**src/rtl/char_stream_fifo.sv**
```systemverilog
// char_stream_fifo: character input buffer in front of the pattern-recognition FSM.
// It is a first-word-fall-through queue with a registered head.
// It can optionally case-fold ASCII letters and discard non-printable bytes.
module char_stream_fifo #(
  parameter int DATA_W    = 8,
  parameter int DEPTH     = 4,
  parameter int CASE_FOLD = 0,
  parameter int FILTER_NP = 0
) (
  input  logic                       clk,
  input  logic                       rst,
  input  logic                       flush,
  input  logic                       in_valid,
  input  logic [DATA_W-1:0]          in_data,
  output logic                       in_ready,
  output logic                       out_valid,
  output logic [DATA_W-1:0]          out_data,
  input  logic                       out_ready,
  output logic [$clog2(DEPTH+1)-1:0] count,
  output logic                       overflow,
  output logic [7:0]                 drop_cnt
);

  localparam int CW = $clog2(DEPTH + 1);
  localparam int PW = $clog2(DEPTH);

  // Folding and filtering only make sense for byte-wide characters.
  localparam bit IS_BYTE   = (DATA_W == 8);
  localparam bit DO_FOLD   = (CASE_FOLD != 0) && IS_BYTE;
  localparam bit DO_FILTER = (FILTER_NP != 0) && IS_BYTE;

  localparam logic [DATA_W-1:0] LOWER_A  = DATA_W'(8'h61);
  localparam logic [DATA_W-1:0] LOWER_Z  = DATA_W'(8'h7A);
  localparam logic [DATA_W-1:0] CASE_OFS = DATA_W'(8'h20);
  localparam logic [DATA_W-1:0] PRINT_LO = DATA_W'(8'h20);
  localparam logic [DATA_W-1:0] PRINT_HI = DATA_W'(8'h7E);

  logic [DATA_W-1:0] mem [DEPTH];
  logic [PW-1:0]     wr_ptr;
  logic [PW-1:0]     rd_ptr;
  logic [PW-1:0]     rd_next;
  logic [CW-1:0]     count_next;
  logic [DATA_W-1:0] folded;
  logic [DATA_W-1:0] head_next;
  logic              filtered;
  logic              push;
  logic              drop;
  logic              pop;

  // in_ready depends only on the registered count, so it can never loop back through out_ready.
  assign in_ready = (count != CW'(DEPTH));

  // The handshake decode and the next head value that gets loaded into the out_data register.
  always_comb begin
    filtered = DO_FILTER && ((in_data < PRINT_LO) || (in_data > PRINT_HI));
    folded   = in_data;
    if (DO_FOLD && (in_data >= LOWER_A) && (in_data <= LOWER_Z)) begin
      folded = in_data - CASE_OFS;
    end
    push       = in_valid && in_ready && !filtered;
    drop       = in_valid && in_ready && filtered;
    pop        = out_valid && out_ready;
    rd_next    = pop ? rd_ptr + PW'(1) : rd_ptr;
    count_next = count + CW'(push) - CW'(pop);
    // If the new head slot is the one being written this cycle, take the incoming byte directly.
    head_next  = (push && (rd_next == wr_ptr)) ? folded : mem[rd_next];
  end

  // The storage array has no reset because only slots covered by count are ever read.
  always_ff @(posedge clk) begin
    if (push && !flush) begin
      mem[wr_ptr] <= folded;
    end
  end

  // Pointers, count, the registered head, and the status flags. Flush takes priority over any traffic.
  always_ff @(posedge clk or posedge rst) begin
    if (rst) begin
      wr_ptr    <= '0;
      rd_ptr    <= '0;
      count     <= '0;
      out_valid <= 1'b0;
      out_data  <= '0;
      overflow  <= 1'b0;
      drop_cnt  <= '0;
    end else if (flush) begin
      wr_ptr    <= '0;
      rd_ptr    <= '0;
      count     <= '0;
      out_valid <= 1'b0;
      out_data  <= '0;
      overflow  <= 1'b0;
      drop_cnt  <= '0;
    end else begin
      if (push) begin
        wr_ptr <= wr_ptr + PW'(1);
      end
      rd_ptr    <= rd_next;
      count     <= count_next;
      out_valid <= (count_next != '0);
      if (count_next != '0) begin
        out_data <= head_next;
      end
      if (in_valid && !in_ready) begin
        overflow <= 1'b1;
      end
      if (drop && (drop_cnt != 8'hFF)) begin
        drop_cnt <= drop_cnt + 8'd1;
      end
    end
  end

endmodule
```
**config.mk**
```make
export PLATFORM = sky130hd
export DESIGN_NAME = char_stream_fifo
export DESIGN_NICKNAME = d
export VERILOG_FILES = /design/src/rtl/char_stream_fifo.sv
export SDC_FILE = /design/constraint.sdc
export NUM_CORES = 1
export LEC_CHECK = 0
export CORE_MARGIN = 4
export CORE_UTILIZATION = 30
export DETAILED_ROUTE_END_ITERATION = 10
export PLACE_DENSITY = 0.59
export SETUP_SLACK_MARGIN = 0.2
export SYNTH_ARGS = -nofsm -noshare
export SYNTH_HDL_FRONTEND = slang
export SYNTH_SLANG_ARGS = --single-unit
```
**constraint.sdc**
```tcl
create_clock -name clk -period 3.22 [get_ports clk]
set_clock_uncertainty 0.2 [all_clocks]
set_input_delay 0.805 -clock clk [delete_from_list [all_inputs] [get_ports clk]]
set_output_delay 0.805 -clock clk [all_outputs]
set_load 0.01 [all_outputs]
```
==> results of run 1 <==
layout make-up:
class	count	area (um2)
Timing Repair Buffer	46	432
Fill cell	629	4110
Clock buffer	8	90.1
Multi-Input combinational cell	73	746
Inverter	16	62.6
Sequential cell	49	1390
Tap cell	96	120
layout by cell type, fill, tap and decap left out, types with 3 or more instances in the layout:
cell | netlist | final
a221o_1 | 8 | 8
and2_1 | 4 | 4
buf_4 | 9 | 16
buf_6 | 0 | 3
clkbuf_8 | 0 | 6
clkdlybuf4s50_1 | 0 | 24
conb_1 | 1 | 8
dfrtp_1 | 17 | 15
edfxtp_1 | 32 | 32
ha_1 | 6 | 4
inv_1 | 15 | 12
inv_2 | 0 | 3
mux4_1 | 7 | 7
nor2_1 | 15 | 15
nor2b_1 | 4 | 3
xnor2_1 | 5 | 5
cell families after synthesis:
kind of cell	count (synthesis)	synth area share (%)
buffers and inverters	26	6.10
adders and majority gates	7	4.34
muxes	8	9.41
xor gates and xnor gates	8	4.51
AOI/OAI and AO/OA	13	5.31
other	1	0.171
and+or+nand+nor	29	6.96
DFF	49	63.2
metal layers:
layer	routed length (um)	up-vias
li1	-	592
met1	1840	630
met2	2180	35
met3	231	2
met4	19	0
met5	0	-
worst max path at each step:
stage	start	endpoint	slack, ns	depth (start not counted)
after floorplan	count[0]$_DFF_PP0_	out_data[1]$_DFFE_PP0P_	0.12	13
after global placement	in_valid	out_data[0]$_DFFE_PP0P_	-0.41	12
after detailed placement	in_valid	out_data[0]$_DFFE_PP0P_	-0.49	12
after CTS	count[1]$_DFF_PP0_	out_data[4]$_DFFE_PP0P_	0.07	14
after global routing	count[0]$_DFF_PP0_	out_data[4]$_DFFE_PP0P_	-0.05	14
final	count[0]$_DFF_PP0_	out_data[1]$_DFFE_PP0P_	0.06	14
worst max-delay path, cell delays in order (launching register included):
cell and delay, ns:
dfrtp_2 0.41, or3b_4 0.40, and2_4 0.16, inv_4 0.05, ha_4 0.18, inv_2 0.06, ha_4 0.11, inv_2 0.03
fa_2 0.53, nor2b_4 0.14, a21o_1 0.15, buf_6 0.11, a31oi_4 0.03, buf_6 0.15, a221o_1 0.32
per-stage QoR:
stage	power (mW)	hold WS, ns	std cells
after global routing	2.39	0.364	288
after CTS	2.26	0.334	287
after global placement	1.76	0.295	273
final	2.25	0.325	288
after floorplan	1.40	0.329	148
after detailed placement	1.79	0.312	273
what timing repair did:
action                     CTS  global route
setup buffers                6             1
gates resized for setup      8             0
setup endpoints to repair    8             8
pin swaps                   10             5
registers in the layout, indices dropped and copies added (netlist names):
register / cells
mem: 32
out_data: 8
count: 3
rd_ptr: 2
wr_ptr: 2
out_valid: 1
overflow: 1
power groups by stage:
| stage | clock, mW | sequential (mW) | combinational (mW) |
|---|---|---|---|
| 6_report | 0.369 | 0.829 | 1.05 |
| 5_1_grt | 0.410 | 0.845 | 1.14 |
| 4_1_cts | 0.383 | 0.833 | 1.04 |
| 3_5_place_dp | 0 | 0.848 | 0.939 |
| 3_3_place_gp | 0 | 0.844 | 0.920 |
| 2_1_floorplan | 0 | 0.875 | 0.520 |
==> qor.yml, run 1 <==
cts-root-buf: "clkbuf_8"
whs_path_depth: 2
finalCritPeriodShare_pct: 98.1
final_core_util_pct: 40.9
grt_use_met3_pct: 3.78
grt_use_met1_pct: 13.2
final_hold_viol_count: 0
hp-class: "flop to flop"
p_sw_share_pct: 30.4
first_pass_iters: 4
fmax_mhz: 316
r2r-end: "out_data[1]$_DFFE_PP0P_"
portBuffers: 26
yosysWarnings: 0
num-nets-final: 211
drtIter0Drc: 71
hp-start: "overflow$_DFFE_PP0P_"
startpoint_type: "flop"
crit_type: "flop to flop"
antenna_found_initial: 0
grt_pass1_vias: 1302
cts_num_sinks: 49
dp_slack_ns: -0.494
met2_usage_pct: 17.5
wirelength_mm: 4.27
grt.busiest_layer: "met2"
num_rows: 30
cts_max_level: 2
vias: 1259
core_um2: 6940
yosysTopAreaCellShare_pct: 43.8
cts.reportedPaths.clkPinSlew_ns: 0.09
clockBufferDepth: 2
diodes: 0
p_per_area_nw_per_um2: 794
cts_tree: "done"
p_int_mw: 1.57
syn_area_um2: 2190
async_flop_share_pct: 34.7
regToRegSetupSlack_ns: 0.06
finalSetupTns_ns: 0
grt_overflow: 0
vias_per_cell: 4.37
grt_max_degree: 18
status: "finished, final reports clean"
stdcell_area_um2: 2840
setup_viol: 0
power_frac_clock_pct: 16.4
cts_hold_buf: 0
synth-seq-area-share_pct: 63.2
whs_endpoint: "overflow$_DFFE_PP0P_"
yosys-top-cells-area: "edfxtp_1, dfrtp_1, mux4_1, a221o_1, ha_1"
rsz0062_at_grt: "yes"
drive_gt1_share_pct: 22.4
post-route-drc-count: 0
area_growth_syn_to_layout_pct: 29.4
drtAntennaViolNets: 0
ys_types: 28
ys_top_cells_by_count: "edfxtp_1, dfrtp_1, inv_1, nor2_1, buf_4"
grt_first_pass_wirelength_mm: 6.78
maxCapViolCount: 0
maxSlewViolCount: 0
place.gp.congestion: 0.770
timing.final.crit_period_ns: 3.16
die_h_um: 93.5
worst_pin_slew_ns: 0.712
yosysMostFrequentCell: "edfxtp_1"
ys_ff_latch: 49
switchingPower_mw: 0.685
setup_slack_ns: 0.0598
synth_area_leader_cell: "edfxtp_1"
clk_latency_ns: 0.30
gr-usage-all-layers_pct: 10.5
synth_ff_type: "edfxtp_1"
wire_per_inst_um: 14.8
die_w_um: 93.5
worstPathMaxFanout: 5
arrival_ns: 3.15
start_util_pct: 31.6
ir_worst_vdd_mv: 0.278
power_frac_comb_pct: 46.8
synth-edff-count: 32
cts_inserted_buffers: 5
synth_area_per_cell_um2: 15.6
top_level_ports: 35
worst_setup_path_end_kind: "flop"
r2r-start: "count[0]$_DFF_PP0_"
die-area_um2: 8740
worstRegToRegCells: 14
hpwl_mm: 2.97
crit_required_ns: 3.21
netlist_instances: 141
p_leak_nw: 1.11
placed_area_um2: 2680
p_seq_share_pct: 36.8
max-slew-margin-rel_pct: 52.5
No activity file was read; power rests on OpenSTA's default activity.
==> inputs of run 2 (changes only) <==
Settings changed: CORE_ASPECT_RATIO set to 1.75.
==> qor.yml, run 2 (synthesis gave the netlist of run 1 again) <==
worstRegToRegCells: 13  # -1
post-route-drc-count: 0  # unchanged
portBuffers: 26  # unchanged
timing.final.crit_period_ns: 3.16  # -0.00289 ns
drtIter0Drc: 56  # -21%
drive_gt1_share_pct: 21.2  # -1.2 points
cts.reportedPaths.clkPinSlew_ns: 0.07  # -0.02 ns
cts_hold_buf: 0  # unchanged
first_pass_iters: 4  # unchanged
p_leak_nw: 1.13  # +2.2%
hp-start: "overflow$_DFFE_PP0P_"
die_w_um: 72.6  # -22%
worstPathMaxFanout: 8  # +3
status: "finished, final reports clean"
vias_per_cell: 4.51  # +3.1%
max-slew-margin-rel_pct: 48.2  # -4.3 points
power_frac_clock_pct: 22.8  # +6.4 points
rsz0062_at_grt: "yes"
top_register: "mem"
power_frac_comb_pct: 42.5  # -4.3 points
finalCritPeriodShare_pct: 98.1  # about the same
whs_path_depth: 2  # unchanged
diodes: 0  # unchanged
r2r-start: "count[1]$_DFF_PP0_"
setup_slack_ns: 0.0627  # +0.00289 ns
start_util_pct: 30.5  # -1.0 points
placed_area_um2: 2680  # unchanged
antenna_found_initial: 0  # unchanged
die-area_um2: 8800  # +0.62%
ir_worst_vdd_mv: 0.346  # +24%
die_h_um: 121  # +30%
num_rows: 41  # +37%
arrival_ns: 3.13  # -0.02 ns
final_core_util_pct: 40.0  # -0.87 points
drtAntennaViolNets: 0  # unchanged
cts_inserted_buffers: 5  # unchanged
area_growth_syn_to_layout_pct: 31.0
worst_pin_slew_ns: 0.776  # +0.0644 ns
clockBufferDepth: 2  # unchanged
place.gp.congestion: 0.755  # -2.0%
finalSetupTns_ns: 0  # unchanged
grt_pass1_vias: 1271  # -2.4%
grt_first_pass_wirelength_mm: 6.81  # +0.41%
worst_setup_path_end_kind: "flop"
dp_slack_ns: -0.570  # -0.0763 ns
vias: 1240  # -1.5%
final_hold_viol_count: 0  # unchanged
hp-class: "flop to flop"
cts-root-buf: "clkbuf_16"
cts_max_level: 2  # unchanged
clk_latency_ns: 0.29  # about the same
core_um2: 7180  # +3.4%
wirelength_mm: 4.38  # +2.6%
stdcell_count: 275  # -4.5%
grt_max_degree: 18  # unchanged
stdcell_area_um2: 2870  # +1.2%
layout_commonest_cell: "edfxtp_1"
grt_overflow: 0  # unchanged
startpoint_type: "flop"
p_int_mw: 1.70  # +8.2%
cts_tree: "done"
regToRegSetupSlack_ns: 0.06  # about the same
hpwl_mm: 3.00  # +1.1%
r2r-end: "out_data[4]$_DFFE_PP0P_"
cts_num_sinks: 49  # unchanged
setup_viol: 0  # unchanged
maxSlewViolCount: 0  # unchanged
reg.largest.list: "mem (32), out_data (8), count (3)"
crit_required_ns: 3.19  # -0.02 ns
num-nets-final: 208  # -1.4%
final_cell_mix: "edfxtp_1, clkdlybuf4s50_1, nor2_1, dfrtp_1, buf_4"
fmax_mhz: 317  # about the same
wire_per_inst_um: 15.9  # +7.4%
gr-usage-all-layers_pct: 10.9  # +0.33 points
p_seq_share_pct: 34.7  # -2.1 points
placed_cells: 263  # -3.7%
switchingPower_mw: 0.704  # +2.9%
largest_reg_flops: 32  # unchanged
top_level_ports: 35  # unchanged
whs_endpoint: "overflow$_DFFE_PP0P_"
maxCapViolCount: 0  # unchanged
n_fill_cell: 671  # +6.7%
crit_type: "flop to flop"
p_sw_share_pct: 29.3  # -1.1 points
p_per_area_nw_per_um2: 835  # +5.3%
==> run 2: cell types whose count changed in the layout (fill, tap and decap cells not counted) <==
cell / previous run / this run
buf_12: 1 / 2
buf_4: 16 / 15
buf_6: 3 / 0
clkbuf_1: 2 / 1
clkbuf_16: 0 / 6
clkbuf_8: 6 / 0
clkinv_2: 0 / 1
inv_1: 12 / 13
inv_2: 3 / 2
==> run 2: layer usage <==
| layer | GRT usage [%] | part of all wire (%) |
|---|---|---|
| met4 | 5.20 | 2.3 |
| met5 | 0 | 0 |
| met3 | 2.74 | 4.6 |
| met2 | 17.7 | 50 |
| met1 | 13.2 | 43 |
==> run 2: area by class of cell <==
| type | instances | area (um2) | area share [%] |
|---|---|---|---|
| Clock inverter | 1 | 5.00 | 0.174 |
| Tap cell | 86 | 108 | 3.74 |
| Clock buffer | 7 | 154 | 5.35 |
| Sequential cell | 49 | 1390 | 48.3 |
| Multi-Input combinational cell | 73 | 746 | 25.9 |
| Inverter | 16 | 62.6 | 2.18 |
| Timing Repair Buffer | 43 | 410 | 14.3 |
==> run 2: repair_timing <==
item | 4_1_cts | 5_1_grt
pin swaps | 11 | 6
buffers inserted | 3 | 1
resized for setup | 3 | 1
endpoints found under the setup margin | 8 | 8
==> run 2: critical path: stages (launching register included) <==
cell      delay [ns]
dfrtp_2         0.40
or3b_4          0.40
and2_4          0.18
inv_4           0.06
ha_4            0.19
inv_2           0.06
ha_4            0.11
inv_2           0.03
fa_2            0.53
nor2b_4         0.14
a21o_1          0.16
nor4bb_1        0.06
buf_4           0.17
a221o_1         0.35
==> run 2: power by group through the flow <==
stage | clock, mW | sequential, mW | combinational (mW)
floorplan | 0 | 0.875 | 0.520
global placement | 0 | 0.841 | 0.946
detailed placement | 0 | 0.845 | 0.952
CTS | 0.569 | 0.832 | 1.02
global route | 0.593 | 0.841 | 1.10
finish | 0.548 | 0.832 | 1.02
==> run 2: worst max path at each step <==
stage                                   from                 endpoint  slack (ns)  cells after the start
after floorplan           count[0]$_DFF_PP0_  out_data[1]$_DFFE_PP0P_        0.12                     13
after global placement              in_valid  out_data[0]$_DFFE_PP0P_       -0.54                     12
after detailed placement            in_valid  out_data[0]$_DFFE_PP0P_       -0.57                     12
after global routing      count[1]$_DFF_PP0_  out_data[4]$_DFFE_PP0P_       -0.07                     13
final                     count[1]$_DFF_PP0_  out_data[4]$_DFFE_PP0P_        0.06                     13
after CTS                 count[1]$_DFF_PP0_  out_data[4]$_DFFE_PP0P_        0.01                     13
==> run 2: through the flow <==
step | hold WS, ns | power [mW]
floorplan | 0.329 | 1.40
global placement | 0.295 | 1.79
detailed placement | 0.289 | 1.80
CTS | 0.319 | 2.42
global route | 0.352 | 2.54
finish | 0.322 | 2.40
